===== config.mk =====
export PLATFORM = sky130hd
export DESIGN_NAME = fifo_buffer
export DESIGN_NICKNAME = d
export VERILOG_FILES = /design/src/rtl/fifo_pkg.sv /design/src/rtl/fifo_ptr.sv /design/src/rtl/fifo_buffer.sv
export SDC_FILE = /design/constraint.sdc
export NUM_CORES = 1
export LEC_CHECK = 0
export BUFFER_PORTS_ARGS = -buffer_cell sky130_fd_sc_hd__buf_2
export CORE_MARGIN = 2
export CORE_UTILIZATION = 46
export DETAILED_ROUTE_END_ITERATION = 8
export GPL_ROUTABILITY_DRIVEN = 0
export SYNTH_ARGS = -nofsm -noshare
export SYNTH_HDL_FRONTEND = slang
export SYNTH_SLANG_ARGS = --single-unit
export TNS_END_PERCENT = 5

===== constraint.sdc =====
create_clock -name clk -period 5.2 [get_ports clk]
set_clock_uncertainty 0.2 [all_clocks]
set_input_delay 0.78 -clock clk [delete_from_list [all_inputs] [get_ports clk]]
set_output_delay 0.78 -clock clk [all_outputs]
set_load 0.005 [all_outputs]

===== src/rtl/fifo_pkg.sv =====
// Shared defaults for the single-clock FIFO and its pointer counters.
package fifo_pkg;

    localparam int FIFO_DATA_W = 8;
    localparam int FIFO_DEPTH  = 8;
    localparam int FIFO_ADDR_W = $clog2(FIFO_DEPTH);

endpackage : fifo_pkg


===== src/rtl/fifo_ptr.sv =====
// Wrap-bit pointer counter: ADDR_W address bits plus one MSB that toggles on each wrap.
import fifo_pkg::*;

module fifo_ptr #(
    parameter int ADDR_W = FIFO_ADDR_W
) (
    input  logic              clk,
    input  logic              reset,
    input  logic              en_i,
    output logic [ADDR_W:0]   ptr_o,
    output logic [ADDR_W-1:0] addr_o
);

    localparam int PTR_W = ADDR_W + 1;

    logic [ADDR_W:0] ptr_q, ptr_d;

    // Natural overflow of the full-width counter gives the mod 2*DEPTH wrap.
    always_comb begin
        ptr_d = ptr_q;
        if (en_i) begin
            ptr_d = ptr_q + PTR_W'(1);
        end
    end

    always_ff @(posedge clk or posedge reset) begin
        if (reset) begin
            ptr_q <= '0;
        end else begin
            ptr_q <= ptr_d;
        end
    end

    assign ptr_o  = ptr_q;
    assign addr_o = ptr_q[ADDR_W-1:0];

endmodule : fifo_ptr


===== src/rtl/fifo_buffer.sv =====
// Single-clock FIFO with registered read data, wrap-bit full/empty detection
// and exported pointers for debug.
import fifo_pkg::*;

module fifo_buffer #(
    parameter int DATA_W = FIFO_DATA_W,
    parameter int DEPTH  = FIFO_DEPTH,
    parameter int ADDR_W = FIFO_ADDR_W
) (
    input  logic              clk,
    input  logic              reset,
    input  logic              write_e,
    input  logic              read_e,
    input  logic [DATA_W-1:0] data_in,
    output logic [DATA_W-1:0] data_out,
    output logic              full,
    output logic              empty,
    output logic [ADDR_W-1:0] write_ptr,
    output logic [ADDR_W-1:0] read_ptr
);

    logic [DATA_W-1:0] mem_q [DEPTH];
    logic [DATA_W-1:0] data_out_q, data_out_d;
    logic [ADDR_W:0]   wptr, rptr;
    logic              wr_acc, rd_acc;

    // Accept decisions use the flags as they stand before the edge, so a full
    // FIFO drops a simultaneous write and an empty one ignores a simultaneous read.
    assign wr_acc = write_e && !full;
    assign rd_acc = read_e && !empty;

    fifo_ptr #(.ADDR_W(ADDR_W)) u_wptr (
        .clk    (clk),
        .reset  (reset),
        .en_i   (wr_acc),
        .ptr_o  (wptr),
        .addr_o (write_ptr)
    );

    fifo_ptr #(.ADDR_W(ADDR_W)) u_rptr (
        .clk    (clk),
        .reset  (reset),
        .en_i   (rd_acc),
        .ptr_o  (rptr),
        .addr_o (read_ptr)
    );

    assign empty = (wptr == rptr);
    assign full  = (wptr[ADDR_W-1:0] == rptr[ADDR_W-1:0]) && (wptr[ADDR_W] != rptr[ADDR_W]);

    // Storage is deliberately left unreset; pointers alone define validity.
    always_ff @(posedge clk) begin
        if (wr_acc) begin
            mem_q[write_ptr] <= data_in;
        end
    end

    always_comb begin
        data_out_d = data_out_q;
        if (rd_acc) begin
            data_out_d = mem_q[read_ptr];
        end
    end

    always_ff @(posedge clk or posedge reset) begin
        if (reset) begin
            data_out_q <= '0;
        end else begin
            data_out_q <= data_out_d;
        end
    end

    assign data_out = data_out_q;

endmodule : fifo_buffer


[Word-level counts from Yosys, hierarchy flattened]
Memories as Yosys holds them, arrays and structs flattened. A register that Yosys moved wholly into a read port is not among the register bits.
Index checks and enable logic that the tools add are counted.
Cells by class
  add/subtract/negate cells: 2
  equal/unequal tests: 3
  mux-type cells: 2
  reductions and logical operators: 5
Operators by type and width (count)
  adder 4 x 1 -> 4 bit, second input constant: 2
  == test 4 bit: 1
  == test 3 bit: 1
  logical AND 1 bit: 3
  zero test 1 bit: 2
  two-way mux 1 bit: 2
  inequality test 1 bit: 1
Word-level totals
  register bits after elaboration: 8
  memory bits (writable): 64
  input port bits: 12
  output and inout bits: 16
  word-level logic and storage cells: 15
  memories: 1
Memories
  mem_q: depth 8, width 8, rd ports 1, clocked after Yosys merged registers in 1, write ports 1, RTL line fifo_buffer.sv:22  | logic [DATA_W-1:0] mem_q [DEPTH];

[Depth between registers and ports, before layout]
Gate-level depths: netlist (run 1).
  depth after elaboration: 6
  mapped depth: 6
  gate-level depth less buffers: 4

[Modules after synthesis]
From an unflattened synthesis (run 1), not the netlist that was laid out.
Second synthesis, totals
  cell total of the unflattened synthesis: 166
  area total of the unflattened synthesis: 3313.2 um^2
Modules (own cells, without submodules)
  fifo_buffer: instances 1, cells each 136, area each 2940.3 um^2, sequential area each 2122.0 um^2
  fifo_ptr: instances 2, cells each 15, area each 186.4 um^2, sequential area each 100.1 um^2

[Least setup slack after synthesis (run 1)]
OpenSTA, ideal clock, no wires.
  path kind: reg-to-reg
  from: register u_wptr.ptr_q[2] (netlist: u_wptr.ptr_o[2])
  to: memory mem_q[1][0] in the netlist's numbering (enable)
  library setup time: 0.383 ns
  data arrival time: 1.831 ns
  required time: 4.617 ns
  path slack: 2.785 ns
  stages on the path, launching flop included: 6
  buffers on the path: 1
  clock period less this slack: 2.415 ns
  cell sequence: dfrtp_1 > buf_4 > xor2_1 > o41ai_4 > or2_1 > nor3_1
On the way
  cells in the longest elaborated chain, start to end: 6
Ends and longest elaborated chain
  from (decl): RTL line fifo_ptr.sv:16  | logic [ADDR_W:0] ptr_q, ptr_d;
  from (signal assigned): RTL line fifo_ptr.sv:30  | ptr_q <= ptr_d;
  == test 3 bit: RTL line fifo_buffer.sv:49  | assign full = (wptr[ADDR_W-1:0] == rptr[ADDR_W-1:0]) && (wptr[ADDR_W] != rptr[ADDR_W]);
  logical AND 1 bit: RTL line fifo_buffer.sv:49
  zero test 1 bit: RTL line fifo_buffer.sv:29  | assign wr_acc = write_e && !full;
  logical AND 1 bit: RTL line fifo_buffer.sv:29
  two-way mux 1 bit: RTL line fifo_buffer.sv:53  | if (wr_acc) begin
  two-way mux 1 bit (not written as such): RTL line fifo_buffer.sv:54  | mem_q[write_ptr] <= data_in;
  to (decl): RTL line fifo_buffer.sv:22
Parallel ways exist; a longest one is shown, timed or not.

[Worst setup path after layout (run 1)]
  from: register u_rptr.ptr_q[1] (netlist: u_rptr.ptr_o[1])
  to: memory mem_q[1][4] in the netlist's numbering (enable)
On the way
  cells in the longest elaborated chain, start to end: 6
Ends and longest elaborated chain (RTL line)
  from (decl): fifo_ptr.sv:16
  from (signal assigned): fifo_ptr.sv:30
  == test 3 bit: fifo_buffer.sv:49
  logical AND 1 bit: fifo_buffer.sv:49
  zero test 1 bit: fifo_buffer.sv:29
  logical AND 1 bit: fifo_buffer.sv:29
  two-way mux 1 bit: fifo_buffer.sv:53
  two-way mux 1 bit (not written as such): fifo_buffer.sv:54
No other way between the ends.

==> results of run 1 <==
[where the power goes]
| part | internal (mW) | switching [mW] | total (mW) |
|---|---|---|---|
| Clock | 0.237 | 0.215 | 0.452 |
| Sequential | 0.840 | 0.127 | 0.966 |
| Combinational | 0.295 | 0.311 | 0.606 |
[worst min-delay path by stage]
stage,from,end,cells past startpoint
6_report,data_out[0]$_DFFE_PP0P_,data_out[0]$_DFFE_PP0P_,2
5_1_grt,data_out[7]$_DFFE_PP0P_,data_out[7]$_DFFE_PP0P_,2
4_1_cts,data_out[0]$_DFFE_PP0P_,data_out[0]$_DFFE_PP0P_,2
3_5_place_dp,data_out[0]$_DFFE_PP0P_,data_out[0]$_DFFE_PP0P_,2
3_3_place_gp,data_out[0]$_DFFE_PP0P_,data_out[0]$_DFFE_PP0P_,2
2_1_floorplan,data_out[0]$_DFFE_PP0P_,data_out[0]$_DFFE_PP0P_,2
[cell usage in the layout, fill, tap and decap left out]
master / count
sky130_fd_sc_hd__buf_2: 27
sky130_fd_sc_hd__buf_4: 1
sky130_fd_sc_hd__bufinv_16: 1
sky130_fd_sc_hd__clkbuf_1: 2
sky130_fd_sc_hd__clkbuf_8: 10
sky130_fd_sc_hd__clkinv_2: 1
sky130_fd_sc_hd__clkinv_4: 1
sky130_fd_sc_hd__dfrtp_1: 16
sky130_fd_sc_hd__edfxtp_1: 64
sky130_fd_sc_hd__ha_1: 2
sky130_fd_sc_hd__inv_1: 4
sky130_fd_sc_hd__inv_6: 1
sky130_fd_sc_hd__mux2_1: 2
sky130_fd_sc_hd__mux2i_1: 8
sky130_fd_sc_hd__mux4_2: 16
sky130_fd_sc_hd__nand2_1: 11
sky130_fd_sc_hd__nand2b_1: 3
sky130_fd_sc_hd__nand3_1: 1
sky130_fd_sc_hd__nor2_1: 8
sky130_fd_sc_hd__nor3_1: 4
sky130_fd_sc_hd__nor3_2: 1
sky130_fd_sc_hd__o21ai_0: 8
sky130_fd_sc_hd__o41ai_4: 2
sky130_fd_sc_hd__or2_1: 1
sky130_fd_sc_hd__or2_2: 1
sky130_fd_sc_hd__xnor2_1: 2
sky130_fd_sc_hd__xor2_1: 6
sky130_fd_sc_hd__xor2_2: 2
[per-layer routing]
layer | vias to the layer above | wire, um
met5 | - | 0
met3 | 8 | 202
met1 | 791 | 2492
met2 | 28 | 2754
met4 | 0 | 112
li1 | 712 | -
[sequential cells by signal, indices dropped and copies added (netlist names)]
register / cells
u_wptr.ptr_o: 4
u_rptr.ptr_o: 4
data_out: 8
mem_q: 64
[logic make-up (layout without fill, tap and decap cells)]
logic type / Yosys count / count (layout) / share of synthesized area, %
DFF: 80 / 80 / 71.58
and+or+nand+nor: 30 / 30 / 4.242
muxes: 26 / 26 / 14.27
buffers and inverters: 18 / 48 / 3.394
AOI/OAI and AO/OA: 10 / 10 / 2.584
xor gates and xnor gates: 10 / 10 / 3.162
adders and majority gates: 2 / 2 / 0.7712
[cell type report]
class	count	area [um2]
fillers	540	3173
flip-flops and latches	80	2322
multi-input cells	78	823.3
clock buffers	12	145.1
repair buffers	28	142.6
well taps	96	120.1
clock inverters	4	52.55
inverters	4	15.01
[worst max-delay path, stage by stage (launching register included)]
cell                      delay (ns)
sky130_fd_sc_hd__dfrtp_1        0.98
sky130_fd_sc_hd__xor2_2         0.36
sky130_fd_sc_hd__o41ai_4        0.14
sky130_fd_sc_hd__or2_1          0.27
sky130_fd_sc_hd__nor3_1         0.94
[metrics by stage]
step / worst slack [ns] / std cells
finish: 1.913 / 302
global route: 1.730 / 302
CTS: 1.883 / 302
detailed placement: 1.852 / 286
global placement: 2.053 / 286
floorplan: 2.785 / 176
==> results.rst, run 1 <==
.. list-table::
   :header-rows: 1

   * - Metric
     - Value
   * - Worst reg2reg startpoint
     - u_rptr.ptr_o[1]$_DFFE_PP0P_
   * - WL per Instance
     - 18.41 um
   * - Power density normalized to cell area
     - 559.1 nW/um2
   * - Number of nets in the layout
     - 215
   * - Die extent in y
     - 87.98 um
   * - Clock tree from TritonCTS
     - done
   * - Transition time at the pin with the least slew margin
     - 1.224 ns
   * - Netlist area before placement
     - 3244 um2
   * - Vias in the first global route
     - 1616
   * - Number of buffers added by the clock tree synthesis step
     - 9
   * - RSZ-0062 raised after global routing
     - no
   * - Synth warn
     - 0
   * - Number of core rows
     - 30
   * - Most used routing layer
     - met2
   * - R2R Path End
     - mem_q[1][4]$_DFFE_PP_
   * - End point of the critical path
     - mem_q[1][4]$_DFFE_PP_
   * - Top Ports
     - 28
   * - Final number of max-transition violations
     - 0
   * - Inserted Diodes
     - 0
   * - Final Critical Period
     - 3.287 ns
   * - Cell types with the largest area share after synthesis
     - sky130_fd_sc_hd__edfxtp_1, sky130_fd_sc_hd__dfrtp_1, sky130_fd_sc_hd__mux4_2
   * - Synth Flop Type
     - sky130_fd_sc_hd__edfxtp_1
   * - Hold Buf Count CTS
     - 0
   * - Maximum level of the CTS H-tree
     - 3
   * - FF+latch count, synth
     - 80
   * - Minimum hold slack
     - 0.2795 ns
   * - Starting density of the core
     - 47.75%
   * - Relative slew margins
     - 17.78%
   * - Number of synthesized flops with an enable pin
     - 64
   * - Highest fanout seen on the critical path
     - 21
   * - Cells on worst reg2reg path
     - 4
   * - Static Leak
     - 1.309 nW
   * - CP Class
     - register to register
   * - Instance count of the mapped netlist
     - 176
   * - Cts repair resizes
     - 0
   * - Seq/Total Area, Yosys
     - 71.58%
   * - Core box area
     - 6794 um2
   * - Area delta synth->final
     - 11.61%
   * - Crit path launch type
     - register
   * - Cell accounting for the most synthesized area
     - sky130_fd_sc_hd__edfxtp_1
   * - Top-area cell type share of the netlist area
     - 59.24%
   * - DRC violations left
     - 0
   * - Global route overflow
     - 0
   * - Reg2reg setup slack
     - 1.91 ns
   * - Met2 usage in global routing
     - 26.52%
   * - Post-route cell area
     - 3621 um2
   * - Most common library cells after synthesis
     - sky130_fd_sc_hd__edfxtp_1, sky130_fd_sc_hd__dfrtp_1, sky130_fd_sc_hd__mux4_2, sky130_fd_sc_hd__buf_4, sky130_fd_sc_hd__nand2_1
   * - Router iterations before antenna repair
     - 4
   * - GRT Total Usage
     - 16.27%
   * - Clock sink count
     - 80
   * - Achievable Freq
     - 304.2 MHz
   * - Wire length of the first global-routing pass
     - 8.638 mm
   * - Pin count of the biggest net entering global routing
     - 22
   * - Required @ worst endpoint
     - 4.96 ns
   * - Mean post-synth cell area
     - 18.43 um2
   * - Critical Path Source
     - u_rptr.ptr_o[1]$_DFFE_PP0P_
   * - Max_cap viols
     - 0
   * - GRT met1 Usage
     - 20.31%
   * - Hpwl dp
     - 3.563 mm
   * - TNS Setup
     - 0 ns
   * - Tightest Hold Check Type
     - register to register
   * - Arrival time at the worst endpoint
     - 3.04 ns
   * - Die ar.
     - 7740 um2
   * - Antenna violations before repair
     - 0
   * - Input/output buffers
     - 27
   * - Final core utilization
     - 53.30%
   * - Post-layout power
     - 2.024 mW
   * - Share of flip-flops with an asynchronous set or reset after synthesis
     - 20.00%
   * - Insertion delay to the later sink of the worst-skew pair
     - 0.34 ns
   * - Post-CTS repair timing setup buffer count
     - 0
   * - Fraction of the cycle the final worst path needs
     - 63.21%
   * - Fraction of final layout cells sized beyond drive strength 1
     - 31.07%
   * - Post-DP Area
     - 3423 um2
   * - Most common cell in the netlist
     - sky130_fd_sc_hd__edfxtp_1
   * - Count of vias placed by the detailed router
     - 1539
   * - Chip width
     - 87.98 um
   * - Distinct cell type count after synthesis
     - 24
   * - Final setup violating endpoints
     - 0
   * - DRT iter0 DRCs
     - 107
   * - VDD IR-drop max
     - 233.8 uV
   * - Via density
     - 5.096
   * - Outcome
     - finished clean
   * - Clock root buffer master
     - sky130_fd_sc_hd__clkbuf_8
   * - Element type at the critical path end
     - register
   * - Met3 demand-to-capacity share in global routing
     - 4.524%
   * - Wirelength, routed
     - 5.561 mm
   * - Syn_nets
     - 190
   * - Number of nets with antenna violations after routing
     - 0
   * - Maximum clock path buffer count
     - 2
   * - Hold violation count in the final report
     - 0
   * - Reg clk slew, reported paths
     - 0.08 ns
(Power assumes the default switching activity.)
==> inputs of run 2 (changes only) <==
Settings changed: PLACE_DENSITY from default to 0.67.
Clock period 5.2 ns to 2.64 ns, I/O delays scaled along.
==> run 2 against run 1 <==
Combinational power grew 140%; clock power grew 89%; worst setup slack lost 1.7 ns; critical path type unchanged.
==> results.rst, run 2 (synthesized netlist as in run 1, its figures left out) <==
.. list-table::
   :header-rows: 1

   * - Metric
     - Value
   * - Outcome
     - finished clean (unchanged)
   * - Relative slew margins
     - 42.81% (was 17.78%)
   * - Fraction of the cycle the final worst path needs
     - 92.59% (was 63.21%)
   * - Final Critical Period
     - 2.445 ns (was 3.287 ns)
   * - Max_cap viols
     - 0 (unchanged)
   * - Maximum clock path buffer count
     - 2 (unchanged)
   * - Arrival time at the worst endpoint
     - 2.21 ns (was 3.04 ns)
   * - Core box area
     - 6794 um2 (unchanged)
   * - Final core utilization
     - 54.53% (was 53.30%)
   * - Crit path launch type
     - register (unchanged)
   * - Met3 demand-to-capacity share in global routing
     - 3.676% (was 4.524%)
   * - Register with the most flip-flops
     - mem_q (unchanged)
   * - GRT met1 Usage
     - 20.18% (was 20.31%)
   * - Vias in the first global route
     - 1701 (was 1616)
   * - Clock tree from TritonCTS
     - done (unchanged)
   * - Number of buffers and inverters on the critical path
     - 0 (unchanged)
   * - Wire length of the first global-routing pass
     - 8.921 mm (was 8.638 mm)
   * - Minimum hold slack
     - 0.1215 ns (was 0.2795 ns)
   * - Number of nets in the layout
     - 227 (was 215)
   * - Final setup violating endpoints
     - 0 (unchanged)
   * - Power density normalized to cell area
     - 1098 nW/um2 (was 559.1 nW/um2)
   * - Number of nets with antenna violations after routing
     - 0 (unchanged)
   * - Router iterations before antenna repair
     - 4 (unchanged)
   * - Die ar.
     - 7740 um2 (unchanged)
   * - Area delta synth->final
     - 14.19% (was 11.61%)
   * - Multi-input gate area in the final layout
     - 823.3 um2 (unchanged)
   * - Global route overflow
     - 0 (unchanged)
   * - Fraction of final layout cells sized beyond drive strength 1
     - 34.10% (was 31.07%)
   * - Met2 usage in global routing
     - 28.72% (was 26.52%)
   * - Final number of max-transition violations
     - 0 (unchanged)
   * - Tightest Hold Check Type
     - input port to register (was register to register)
   * - WL per Instance
     - 18.51 um (was 18.41 um)
   * - Highest fanout seen on the critical path
     - 8 (was 21)
   * - Stage delay of the slowest cell on the critical path
     - 0.69 ns (was 0.98 ns)
   * - Required @ worst endpoint
     - 2.40 ns (was 4.96 ns)
   * - Clock sink count
     - 80 (unchanged)
   * - Most used routing layer
     - met2 (unchanged)
   * - Clock root buffer master
     - sky130_fd_sc_hd__clkbuf_8 (unchanged)
   * - Element type at the critical path end
     - register (unchanged)
   * - GRT Total Usage
     - 16.81% (was 16.27%)
   * - Wirelength, routed
     - 5.795 mm (was 5.561 mm)
   * - Total area of sequential cells
     - 2322 um2 (unchanged)
   * - Number of buffers added by the clock tree synthesis step
     - 9 (unchanged)
   * - Cell chain of the critical path
     - xor2_1, o41ai_4, nand2b_1, nor2_1 (was xor2_2, o41ai_4, or2_1, nor3_1)
   * - Crit-path leading delay family
     - simple AND/OR/NAND/NOR gates (unchanged)
   * - Achievable Freq
     - 409.1 MHz (was 304.2 MHz)
   * - Chip width
     - 87.98 um (unchanged)
   * - Reg2reg setup slack
     - 0.20 ns (was 1.91 ns)
   * - Cts repair resizes
     - 0 (unchanged)
   * - Top Ports
     - 28 (unchanged)
   * - DRC violations left
     - 0 (unchanged)
   * - Input/output buffers
     - 27 (unchanged)
   * - Inserted Diodes
     - 0 (unchanged)
   * - Maximum level of the CTS H-tree
     - 3 (unchanged)
   * - Transition time at the pin with the least slew margin
     - 0.8547 ns (was 1.224 ns)
   * - Insertion delay to the later sink of the worst-skew pair
     - 0.34 ns (about the same)
   * - Reg clk slew, reported paths
     - 0.07 ns (was 0.08 ns)
   * - Starting density of the core
     - 47.75% (unchanged)
   * - Via density
     - 5.109 (was 5.096)
   * - Hpwl dp
     - 3.807 mm (was 3.563 mm)
   * - Most frequent cells in the layout
     - sky130_fd_sc_hd__edfxtp_1, sky130_fd_sc_hd__buf_2, sky130_fd_sc_hd__mux4_2, sky130_fd_sc_hd__dfrtp_1, sky130_fd_sc_hd__buf_4 (was sky130_fd_sc_hd__edfxtp_1, sky130_fd_sc_hd__buf_2, sky130_fd_sc_hd__mux4_2, sky130_fd_sc_hd__dfrtp_1, sky130_fd_sc_hd__nand2_1)
   * - Number of core rows
     - 30 (unchanged)
   * - Max FFs per register
     - 64 (unchanged)
   * - CP max stage cell
     - sky130_fd_sc_hd__nor2_1 (was sky130_fd_sc_hd__dfrtp_1)
   * - Count of vias placed by the detailed router
     - 1599 (was 1539)
   * - Filler Cells Inserted
     - 536 (was 540)
   * - CP Class
     - register to register (unchanged)
   * - Most common cell after layout, fill and taps aside
     - sky130_fd_sc_hd__edfxtp_1 (unchanged)
   * - Static Leak
     - 1.365 nW (was 1.309 nW)
   * - TNS Setup
     - 0 ns (unchanged)
   * - Die extent in y
     - 87.98 um (unchanged)
   * - Antenna violations before repair
     - 0 (unchanged)
   * - Pin count of the biggest net entering global routing
     - 21 (was 22)
   * - DRT iter0 DRCs
     - 97 (was 107)
   * - RSZ-0062 raised after global routing
     - no (unchanged)
   * - Hold violation count in the final report
     - 0 (unchanged)
   * - VDD IR-drop max
     - 450.1 uV (was 233.8 uV)
## run 2: changes by cell type in the layout (fill, tap and decap cells not counted)
| cell | delta |
|---|---|
| sky130_fd_sc_hd__dlygate4sd3_1 | +1 |
| sky130_fd_sc_hd__inv_6 | -1 |
| sky130_fd_sc_hd__buf_4 | +11 |
## run 2: per-layer routing
layer,part of all wire [%],routed length (um)
met1,42,2437
met2,53,3096
met3,3.1,180
met4,1.4,80
met5,0,0
## run 2: cell type report
cell class	count	area share (%)
flip-flops and latches	80	62.68
inverters	4	0.4053
repair buffers	40	6.349
clock buffers	12	3.918
well taps	96	3.242
multi-input cells	78	22.22
clock inverters	3	1.182
## run 2: path summary, 6_finish.rpt
check	start	to	depth (start not counted)
worst max-delay path	u_wptr.ptr_o[2]$_DFFE_PP0P_	mem_q[2][7]$_DFFE_PP_	4
max in group asynchronous	reset	data_out[4]$_DFFE_PP0P_	3
worst min register to register	data_out[0]$_DFFE_PP0P_	data_out[0]$_DFFE_PP0P_	2
worst min-delay path	data_in[7]	mem_q[1][7]$_DFFE_PP_	1
min in group asynchronous	reset	u_rptr.ptr_o[3]$_DFFE_PP0P_	3
worst max register to register	u_wptr.ptr_o[2]$_DFFE_PP0P_	mem_q[2][7]$_DFFE_PP_	4
## run 2: worst register-to-register path, cell delays in order, from the launching register on
cell                       delay [ns]
sky130_fd_sc_hd__dfrtp_1         0.40
sky130_fd_sc_hd__xor2_1          0.42
sky130_fd_sc_hd__o41ai_4         0.14
sky130_fd_sc_hd__nand2b_1        0.22
sky130_fd_sc_hd__nor2_1          0.69
## run 2: per-stage QoR
stage / area (um2) / setup WS [ns] / power (mW) / std cells
finish: 3705 / 0.1955 / 4.069 / 313
global route: 3705 / 0.06461 / 4.311 / 313
CTS: 3705 / 0.1787 / 4.122 / 313
detailed placement: 3506 / 0.1944 / 3.264 / 297
global placement: 3506 / 0.2601 / 3.199 / 297
floorplan: 3244 / 0.2252 / 2.851 / 176
## run 2: timing repair
item                      4_1_cts  5_1_grt
hold endpoints to repair       16        0
buffers inserted                0        0
hold buffers                    1        0
## run 2: report_power, final
part           internal [mW]  leakage, nW  switching, mW  total, mW
combinational          0.650        0.495          0.781       1.43
sequential              1.65        0.773          0.127       1.78
clock                  0.459       0.0964          0.398      0.856
